--- src/rtl/led_seq_pkg.sv ---
// led_seq_pkg: shared types for the LED sequencer.
//   mode_e - pattern selector as driven on the 2-bit mode input
//   dir_e  - ramp direction of the breathing pattern
package led_seq_pkg;

   typedef enum logic [1:0] {
      MODE_COUNT   = 2'd0,
      MODE_WALK    = 2'd1,
      MODE_BREATHE = 2'd2,
      MODE_OFF     = 2'd3
   } mode_e;

   typedef enum logic {
      UP   = 1'b0,
      DOWN = 1'b1
   } dir_e;

endpackage

--- src/rtl/tick_divider.sv ---
// tick_divider: free-running step divider, counts 0..TICK_CYCLES-1 and wraps.
//   clock  - rising-edge clock
//   reset  - synchronous active-high reset, counter to 0
//   clear  - synchronous restart, counter to 0 (same effect as reset)
//   enable - 1 advances the counter, 0 holds it
//   tick   - combinational, high on the terminal count while enable=1
module tick_divider #(
   parameter int unsigned TICK_CYCLES = 12_000_000
) (
   input  logic clock,
   input  logic reset,
   input  logic clear,
   input  logic enable,
   output logic tick
);

   localparam int unsigned W = (TICK_CYCLES > 1) ? $clog2(TICK_CYCLES) : 1;
   localparam logic [W-1:0] LAST = W'(TICK_CYCLES - 1);

   logic [W-1:0] count;

   assign tick = enable && (count == LAST);

   always_ff @(posedge clock) begin
      if (reset || clear) begin
         count <= '0;
      end else if (enable) begin
         if (count == LAST) begin
            count <= '0;
         end else begin
            count <= count + W'(1);
         end
      end
   end

endmodule

--- src/rtl/led_sequencer.sv ---
// led_sequencer: multi-channel LED pattern generator for the board LED bank.
//   clock      - sole clock, rising edge
//   reset      - synchronous active-high reset
//   enable     - 1 advances divider and pattern, 0 freezes them
//   mode       - 0 COUNT, 1 WALK, 2 BREATHE, 3 OFF
//   led        - registered LED pin drive, logical value XOR ACTIVE_LOW
//   step_pulse - one-cycle strobe, high in the cycle led first shows a step
// A change on mode restarts the divider and all pattern registers; the
// restart wins over a step falling on the same cycle.
module led_sequencer
   import led_seq_pkg::*;
#(
   parameter int unsigned TICK_CYCLES = 12_000_000,
   parameter int unsigned NUM_LEDS    = 3,
   parameter int unsigned PWM_BITS    = 8,
   parameter bit          ACTIVE_LOW  = 1'b1
) (
   input  logic                clock,
   input  logic                reset,
   input  logic                enable,
   input  logic [1:0]          mode,
   output logic [NUM_LEDS-1:0] led,
   output logic                step_pulse
);

   localparam logic [NUM_LEDS-1:0] WALK_INIT = NUM_LEDS'(1);
   localparam logic [PWM_BITS-1:0] DUTY_MAX  = '1;
   localparam logic [NUM_LEDS-1:0] PIN_OFF   = {NUM_LEDS{ACTIVE_LOW}};

   mode_e               mode_in;
   mode_e               mode_q;
   logic                restart;
   logic                tick;
   logic                step;
   logic                step_q;

   logic [NUM_LEDS-1:0] count_q, count_d;
   logic [NUM_LEDS-1:0] walk_q,  walk_d;
   logic [PWM_BITS-1:0] duty_q,  duty_d;
   dir_e                dir_q,   dir_d;
   logic [PWM_BITS-1:0] pwm_q;
   logic [NUM_LEDS-1:0] logical;

   assign mode_in = mode_e'(mode);
   assign restart = (mode_in != mode_q);
   assign step    = tick && !restart;

   tick_divider #(
      .TICK_CYCLES (TICK_CYCLES)
   ) u_div (
      .clock  (clock),
      .reset  (reset),
      .clear  (restart),
      .enable (enable),
      .tick   (tick)
   );

   // Pattern next-state: restart loads the initial pattern, otherwise the
   // active mode's register advances only on a step.
   always_comb begin
      count_d = count_q;
      walk_d  = walk_q;
      duty_d  = duty_q;
      dir_d   = dir_q;
      if (restart) begin
         count_d = '0;
         walk_d  = WALK_INIT;
         duty_d  = '0;
         dir_d   = UP;
      end else if (step) begin
         case (mode_q)
            MODE_COUNT: count_d = count_q + NUM_LEDS'(1);
            MODE_WALK:  walk_d  = {walk_q[NUM_LEDS-2:0], walk_q[NUM_LEDS-1]};
            MODE_BREATHE: begin
               // At either end of the ramp the duty holds for one step
               // while the direction flips.
               if (dir_q == UP) begin
                  if (duty_q == DUTY_MAX) begin
                     dir_d = DOWN;
                  end else begin
                     duty_d = duty_q + PWM_BITS'(1);
                  end
               end else begin
                  if (duty_q == '0) begin
                     dir_d = UP;
                  end else begin
                     duty_d = duty_q - PWM_BITS'(1);
                  end
               end
            end
            default: ;
         endcase
      end
   end

   // Logical LED value from the current pattern registers.
   always_comb begin
      logical = '0;
      case (mode_q)
         MODE_COUNT:   logical = count_q;
         MODE_WALK:    logical = walk_q;
         MODE_BREATHE: logical = {NUM_LEDS{pwm_q < duty_q}};
         default:      logical = '0;
      endcase
   end

   always_ff @(posedge clock) begin
      if (reset) begin
         mode_q  <= MODE_COUNT;
         count_q <= '0;
         walk_q  <= WALK_INIT;
         duty_q  <= '0;
         dir_q   <= UP;
      end else begin
         mode_q  <= mode_in;
         count_q <= count_d;
         walk_q  <= walk_d;
         duty_q  <= duty_d;
         dir_q   <= dir_d;
      end
   end

   // PWM phase runs regardless of enable so a frozen duty keeps dimming.
   always_ff @(posedge clock) begin
      if (reset) begin
         pwm_q <= '0;
      end else begin
         pwm_q <= pwm_q + PWM_BITS'(1);
      end
   end

   // The pattern updates on the step edge and led one edge later, so the
   // strobe is delayed two stages to line up with the first new led value.
   always_ff @(posedge clock) begin
      if (reset) begin
         step_q     <= 1'b0;
         step_pulse <= 1'b0;
         led        <= PIN_OFF;
      end else begin
         step_q     <= step;
         step_pulse <= step_q;
         led        <= logical ^ PIN_OFF;
      end
   end

endmodule
--- config.mk ---
export PLATFORM = sky130hd
export DESIGN_NAME = led_sequencer
export DESIGN_NICKNAME = d
export VERILOG_FILES = /design/src/rtl/led_seq_pkg.sv /design/src/rtl/tick_divider.sv /design/src/rtl/led_sequencer.sv
export SDC_FILE = /design/constraint.sdc
export NUM_CORES = 1
export LEC_CHECK = 0
export CAP_MARGIN = 20
export CORE_MARGIN = 2
export CORE_UTILIZATION = 30
export CTS_BUF_LIST = sky130_fd_sc_hd__clkbuf_4
export DETAILED_ROUTE_END_ITERATION = 6
export PLACE_DENSITY_LB_ADDON = 0.3
export SYNTH_ARGS = -nofsm -noshare
export SYNTH_HDL_FRONTEND = slang
export SYNTH_SLANG_ARGS = --single-unit
export TNS_END_PERCENT = 30
--- constraint.sdc ---
create_clock -name clock -period 2.6 [get_ports clock]
set_input_delay 0.52 -clock clock [delete_from_list [all_inputs] [get_ports clock]]
set_output_delay 0.52 -clock clock [all_outputs]
set_load 0.01 [all_outputs]
==> flow_summary_export.csv, run 1 <==
group,metric,value,unit
synthesis,synth_edf_count,0,
clocking,clk_pin_slew,0.16,ns
synthesis,synth.area.top_cells,"dfxtp_1, nor2_1, ha_1",
detailed_routing,drc_errors,0,
synthesis,avgSynthCellArea,8.91,µm²
synthesis,yosysWarnings,0,
synthesis,synth-main-ff-cell,"dfxtp_1",
floorplanning,fp.dieW,101,µm
power,cellPowerDensity,410,mW/mm²
synthesis,async_reset_ff_frac,0,
detailed_routing,wl_per_cell,11.8,µm
sta,worst_slew_pin_slew,0.482,ns
status,status,"finished, final reports clean",
critical_path,reg2reg_from,"dir_q$_SDFFE_PP0P_",
floorplanning,rows,35,
critical_path,cp.required,2.88,ns
sta,setup_tns,0,ns
place,port_buffers,8,
place,hpwlAfterDp,3920,µm
critical_path,arrival,2.55,ns
clocking,clk_path_buf_depth,2,
finish,utilization,0.343,
synthesis,synth_fp_nets,337,
synthesis,synth.top_cell.area_share,0.385,
power,max-vdd-ir-drop,0.197,mV
sta,slew_violations,0,
sta,finalSetupViolCount,0,
synthesis,synth_area_leader_cell,"dfxtp_1",
clocking,cts.repair.resized,0,
grt,grt_pass1_vias,2062,
floorplanning,pin_count,9,
synthesis,synth_seq_cells,54,
clocking,post-cts-setup-buffers,0,
clocking,ctsHoldBuffers,0,
synthesis,ys_seq_area_frac,0.385,
grt,grt_max_degree,22,
detailed_routing,ant_nets,0,
detailed_routing,vias,2121,
grt,antenna_found_initial,0,
floorplanning,die_area,0.0101,mm²
floorplanning,die_h,101,µm
sta,finalCritPeriodShare,0.876,
critical_path,cp-end-kind,"flip-flop",
detailed_routing,routed_wl,5250,µm
grt,overflow,0,
clocking,root_buffer,"clkbuf_4",
floorplanning,core,0.00915,mm²
floorplanning,initial_utilization,0.306,
synthesis,netlist_instances,315,
flow_run,drv_cap,0,
clocking,clock_latency,0.37,ns
min_path,worstHoldStart,"step_q$_SDFF_PP0_",
detailed_routing,dr.pass1.iters,4,
critical_path,start_kind,"flip-flop",
sta,hold_viol,0,
clocking,cts_tree,"done",
synthesis,yosys-top-cells-count,"nor2_1, dfxtp_1, nand3_1, xnor2_1, xor2_1",
clocking,cts_made_buffers,5,
sta,rsz0062_at_grt,"false",
finish,syn_to_final_growth,11.8,%
detailed_routing,drtIter0Drc,62,
critical_path,critPathLaunch,"dir_q$_SDFFE_PP0P_",
sta,skew,0.00847,ns
critical_path,path_max_fanout,11,
place,gp_congestion,0.792,
finish,fin_nets,356,
sta,fmax,439,MHz
grt,track_usage,0.113,
critical_path,setup.worst_path.class,"reg -> reg",
clocking,cts_sinks,54,
min_path,min_path_type,"reg -> reg",
finish,n_antenna_cell,0,
power,leakagePower,0.00114,µW
synthesis,ys_types,47,
sta,slew-limit-headroom,0.675,
sta,fin_crit,2.28,ns
finish,final_layout_size_suffix_gt1_frac,0.110,
power,total_power,1290,µW
synthesis,synth_area,0.00281,mm²
grt,grt_pass1_wl,9340,µm
clocking,h-tree-depth,2,
finish,nFillCells,957,
synthesis,yosysMostFrequentCell,"nor2_1",
detailed_routing,viasPerCell,4.76,
## worst max-delay path, stage by stage (launching register included)
cell and delay [ns]:
dfxtp_1 0.60, ha_1 0.31, a21oi_1 0.23, o211ai_1 0.15, o41a_1 0.37, mux2i_1 0.18
mux2_2 0.34
## power by group
group	switching [µW]	total [µW]	leakage (µW)	internal [µW]
sequential	8.89	845	0.000436	836
combinational	33.0	64.8	0.000667	31.8
clock	270	377	0.0000328	107
## cells by family after synthesis
group                      count (synthesis)  share of synthesized area
and+or+nand+nor                          149                      0.289
DFF                                       54                      0.385
xor gates and xnor gates                  34                      0.106
AOI/OAI and AO/OA                         30                     0.0705
buffers and inverters                     20                     0.0294
adders and majority gates                 17                     0.0785
muxes                                     11                     0.0415
## state kept, by name, indices dropped and copies added (netlist names)
| name | flops |
|---|---|
| mode_q | 2 |
| u_div.count | 24 |
| count_q | 3 |
| duty_q | 8 |
| step_q | 1 |
| dir_q | 1 |
| step_pulse | 1 |
| pwm_q | 8 |
| led | 3 |
| walk_q | 3 |
## area by class of cell
| type | count | area [µm²] | area share |
|---|---|---|---|
| Clock buffer | 5 | 37.5 | 0.0120 |
| Sequential cell | 54 | 1080 | 0.345 |
| Tap cell | 111 | 139 | 0.0443 |
| Clock inverter | 3 | 21.3 | 0.00678 |
| Timing Repair Buffer | 20 | 170 | 0.0543 |
| Inverter | 12 | 45.0 | 0.0144 |
| Multi-Input combinational cell | 241 | 1640 | 0.524 |
## worst paths after layout
path                                          endpoint  slack [ns]  cells past startpoint
worst max-delay path            duty_q[7]$_SDFFE_PP0P_        0.32                      6
worst max register to register  duty_q[7]$_SDFFE_PP0P_        0.32                      6
worst min-delay path             step_pulse$_SDFF_PP0_        0.46                      1
worst min register to register   step_pulse$_SDFF_PP0_        0.46                      1
## metrics by stage
step	instances	hold slack [ns]	area (µm²)	worst slack, ns
floorplan	315	0.414	2810	0.582
global placement	438	0.427	3080	0.110
detailed placement	438	0.427	3080	0.0651
CTS	446	0.460	3140	0.305
global route	446	0.478	3140	0.182
finish	446	0.456	3140	0.321
## metal layers
metal	vias up	GRT usage	part of all wire
met2	16	0.191	0.46
met5	-	0	0
met1	965	0.142	0.50
met4	0	0.0358	0.020
met3	11	0.0243	0.020
li1	1129	-	-
## cells in the final DEF (no fill, tap or decap), types with 12 or more instances in the layout
cell type,instances
nor2_1,56
dfxtp_1,54
xnor2_1,17
nand3_1,17
xor2_1,17
ha_1,16
nand2_1,15
inv_1,12
a21oi_1,12
buf_4,12
Note: power is estimated with default switching activity, not from simulation.
==> run 2, diff against run 1 <==
==> constraint.sdc (replaced) <==
create_clock -name clock -period 2.6 [get_ports clock]
set_input_delay 0.39 -clock clock [delete_from_list [all_inputs] [get_ports clock]]
set_output_delay 0.39 -clock clock [all_outputs]
set_load 0.01 [all_outputs]
==> run 2 against run 1 <==
Compared with the run above: final area fell by 0.88%; non-clock buffer count fell by 3; die area did not move; highest routed layer unchanged; via count rose by 1.5%; final cell count fell by 0.67%; critical path depth did not move; flip-flop and latch count did not move; first-iteration DRC count rose by 44%; critical path type unchanged; utilization fell by 0.30 points; largest power group unchanged; clock power fell by 2%; combinational power fell by 2%; clock skew rose by 0.00067 ns.
==> flow_summary_export.csv, run 2 (same netlist as run 1, synthesis figures left out) <==
group,metric,value,unit
status,status,"finished, final reports clean",
clocking,root_buffer,"clkbuf_4",
grt,overflow,0,
critical_path,cp.required,2.88,ns
clocking,clk_pin_slew,0.15,ns
sta,slew-limit-headroom,0.633,
detailed_routing,drc_errors,0,
finish,final_layout_size_suffix_gt1_frac,0.0994,
finish,final_cell_mix,"nor2_1, dfxtp_1, xnor2_1, nand3_1, xor2_1",
sta,skew,0.00914,ns
sta,setup_tns,0,ns
min_path,min_path_type,"reg -> reg",
min_path,worstHoldStart,"step_q$_SDFF_PP0_",
power,leakagePower,0.00112,µW
detailed_routing,dr.pass1.iters,4,
place,dp_cells,435,
finish,reg_top3,"u_div.count x24, duty_q x8, pwm_q x8",
detailed_routing,drtIter0Drc,89,
clocking,ctsHoldBuffers,0,
critical_path,start_kind,"flip-flop",
clocking,cts_tree,"done",
detailed_routing,viasPerCell,4.86,
place,dp_slack,0.133,ns
critical_path,reg2reg_from,"dir_q$_SDFFE_PP0P_",
clocking,post-cts-setup-buffers,0,
grt,track_usage,0.117,
finish,fin_nets,353,
sta,slew_violations,0,
critical_path,path_max_fanout,11,
critical_path,arrival,2.66,ns
critical_path,ff2ff_path_depth,6,
finish,final_common_cell,"nor2_1",
grt,grt_util_met1,0.145,
finish,n_antenna_cell,0,
critical_path,setup.worst_path.class,"reg -> reg",
critical_path,cp-end-kind,"flip-flop",
sta,hold_ws,0.461,ns
place,port_buffers,8,
finish,max_flop_register,"u_div.count",
clocking,h-tree-depth,2,
min_path,hold-path-endpoint,"step_pulse$_SDFF_PP0_",
detailed_routing,routed_wl,5280,µm
grt,grt_pass1_vias,2159,
place,hpwlAfterDp,4030,µm
sta,layout_setup_ws,0.218,ns
clocking,cts.repair.resized,0,
grt,grt_max_degree,22,
flow_run,drv_cap,0,
clocking,cts_made_buffers,5,
grt,top_usage_layer,"met2",
sta,rsz0062_at_grt,"false",
clocking,clk_path_buf_depth,2,
grt,grt_pass1_wl,9650,µm
finish,utilization,0.340,
place,gp_congestion,0.759,
clocking,cts_sinks,54,
floorplanning,fp.dieW,101,µm
floorplanning,core,0.00915,mm²
floorplanning,initial_utilization,0.306,
clocking,clock_latency,0.38,ns
min_path,min_path_cells,1,
finish,largest_register_ffs,24,
detailed_routing,vias,2153,
power,cellPowerDensity,411,mW/mm²
sta,worst_slew_pin_slew,0.546,ns
floorplanning,die_area,0.0101,mm²
sta,fin_crit,2.38,ns
detailed_routing,ant_nets,0,
sta,hold_viol,0,
floorplanning,die_h,101,µm
sta,fmax,420,MHz
finish,syn_to_final_growth,10.8,%
critical_path,rr_endpoint,"duty_q[7]$_SDFFE_PP0P_",
floorplanning,rows,35,
sta,finalSetupViolCount,0,
finish,instances_no_fill,443,
grt,antenna_found_initial,0,
power,max-vdd-ir-drop,0.196,mV
grt,met3_usage,0.0264,
critical_path,worst-r2r-setup-slack,0.22,ns
detailed_routing,wl_per_cell,11.9,µm
sta,finalCritPeriodShare,0.916,
grt,grt_use_met2,0.203,
floorplanning,pin_count,9,
==> run 2: changes by cell type in the layout (fill, tap and decap cells not counted), sizes merged <==
cell  delta
buf      -3
==> run 2: worst max path at each step <==
stage | from | end | slack [ns] | depth (start not counted)
6_report | dir_q$_SDFFE_PP0P_ | duty_q[7]$_SDFFE_PP0P_ | 0.22 | 6
3_3_place_gp | enable | duty_q[2]$_SDFFE_PP0P_ | 0.18 | 8
5_1_grt | dir_q$_SDFFE_PP0P_ | duty_q[7]$_SDFFE_PP0P_ | 0.09 | 6
3_5_place_dp | enable | walk_q[0]$_SDFFE_PP1P_ | 0.13 | 7
4_1_cts | dir_q$_SDFFE_PP0P_ | duty_q[7]$_SDFFE_PP0P_ | 0.23 | 6
2_1_floorplan | u_div.count[0]$_SDFFE_PP0P_ | duty_q[6]$_SDFFE_PP0P_ | 0.58 | 8
==> run 2: report_power, final <==
group / switching, µW / total (µW) / internal, µW
Sequential: 8.78 / 845 / 836
Combinational: 32.5 / 63.5 / 30.9
Clock: 268 / 370 / 102
Total: 309 / 1280 / 969
==> run 2: final cells by class <==
type / count / area, µm²
repair buffers: 17 / 148
well taps: 111 / 139
clock buffers: 5 / 37.5
flip-flops and latches: 54 / 1080
inverters: 12 / 45.0
multi-input cells: 241 / 1640
fillers: 963 / 6040
clock inverters: 3 / 16.3
==> run 2: layer usage <==
| metal | vias to the layer above | part of all wire |
|---|---|---|
| met5 | - | 0 |
| met4 | 0 | 0.016 |
| met3 | 12 | 0.034 |
| met2 | 29 | 0.48 |
| met1 | 991 | 0.47 |
| li1 | 1121 | - |
==> run 2: through the flow <==
| stage | cell area, µm² | total power (µW) |
|---|---|---|
| CTS | 3110 | 1300 |
| detailed placement | 3050 | 927 |
| global placement | 3050 | 926 |
| floorplan | 2810 | 898 |
| global route | 3110 | 1340 |
| finish | 3110 | 1280 |
==> run 2: worst max-delay path, cell delays in order, from the launching register on <==
cell	delay (ns)
dfxtp_1	0.61
ha_1	0.31
a21oi_1	0.24
o211ai_1	0.17
o41a_1	0.37
mux2i_1	0.21
mux2_2	0.37
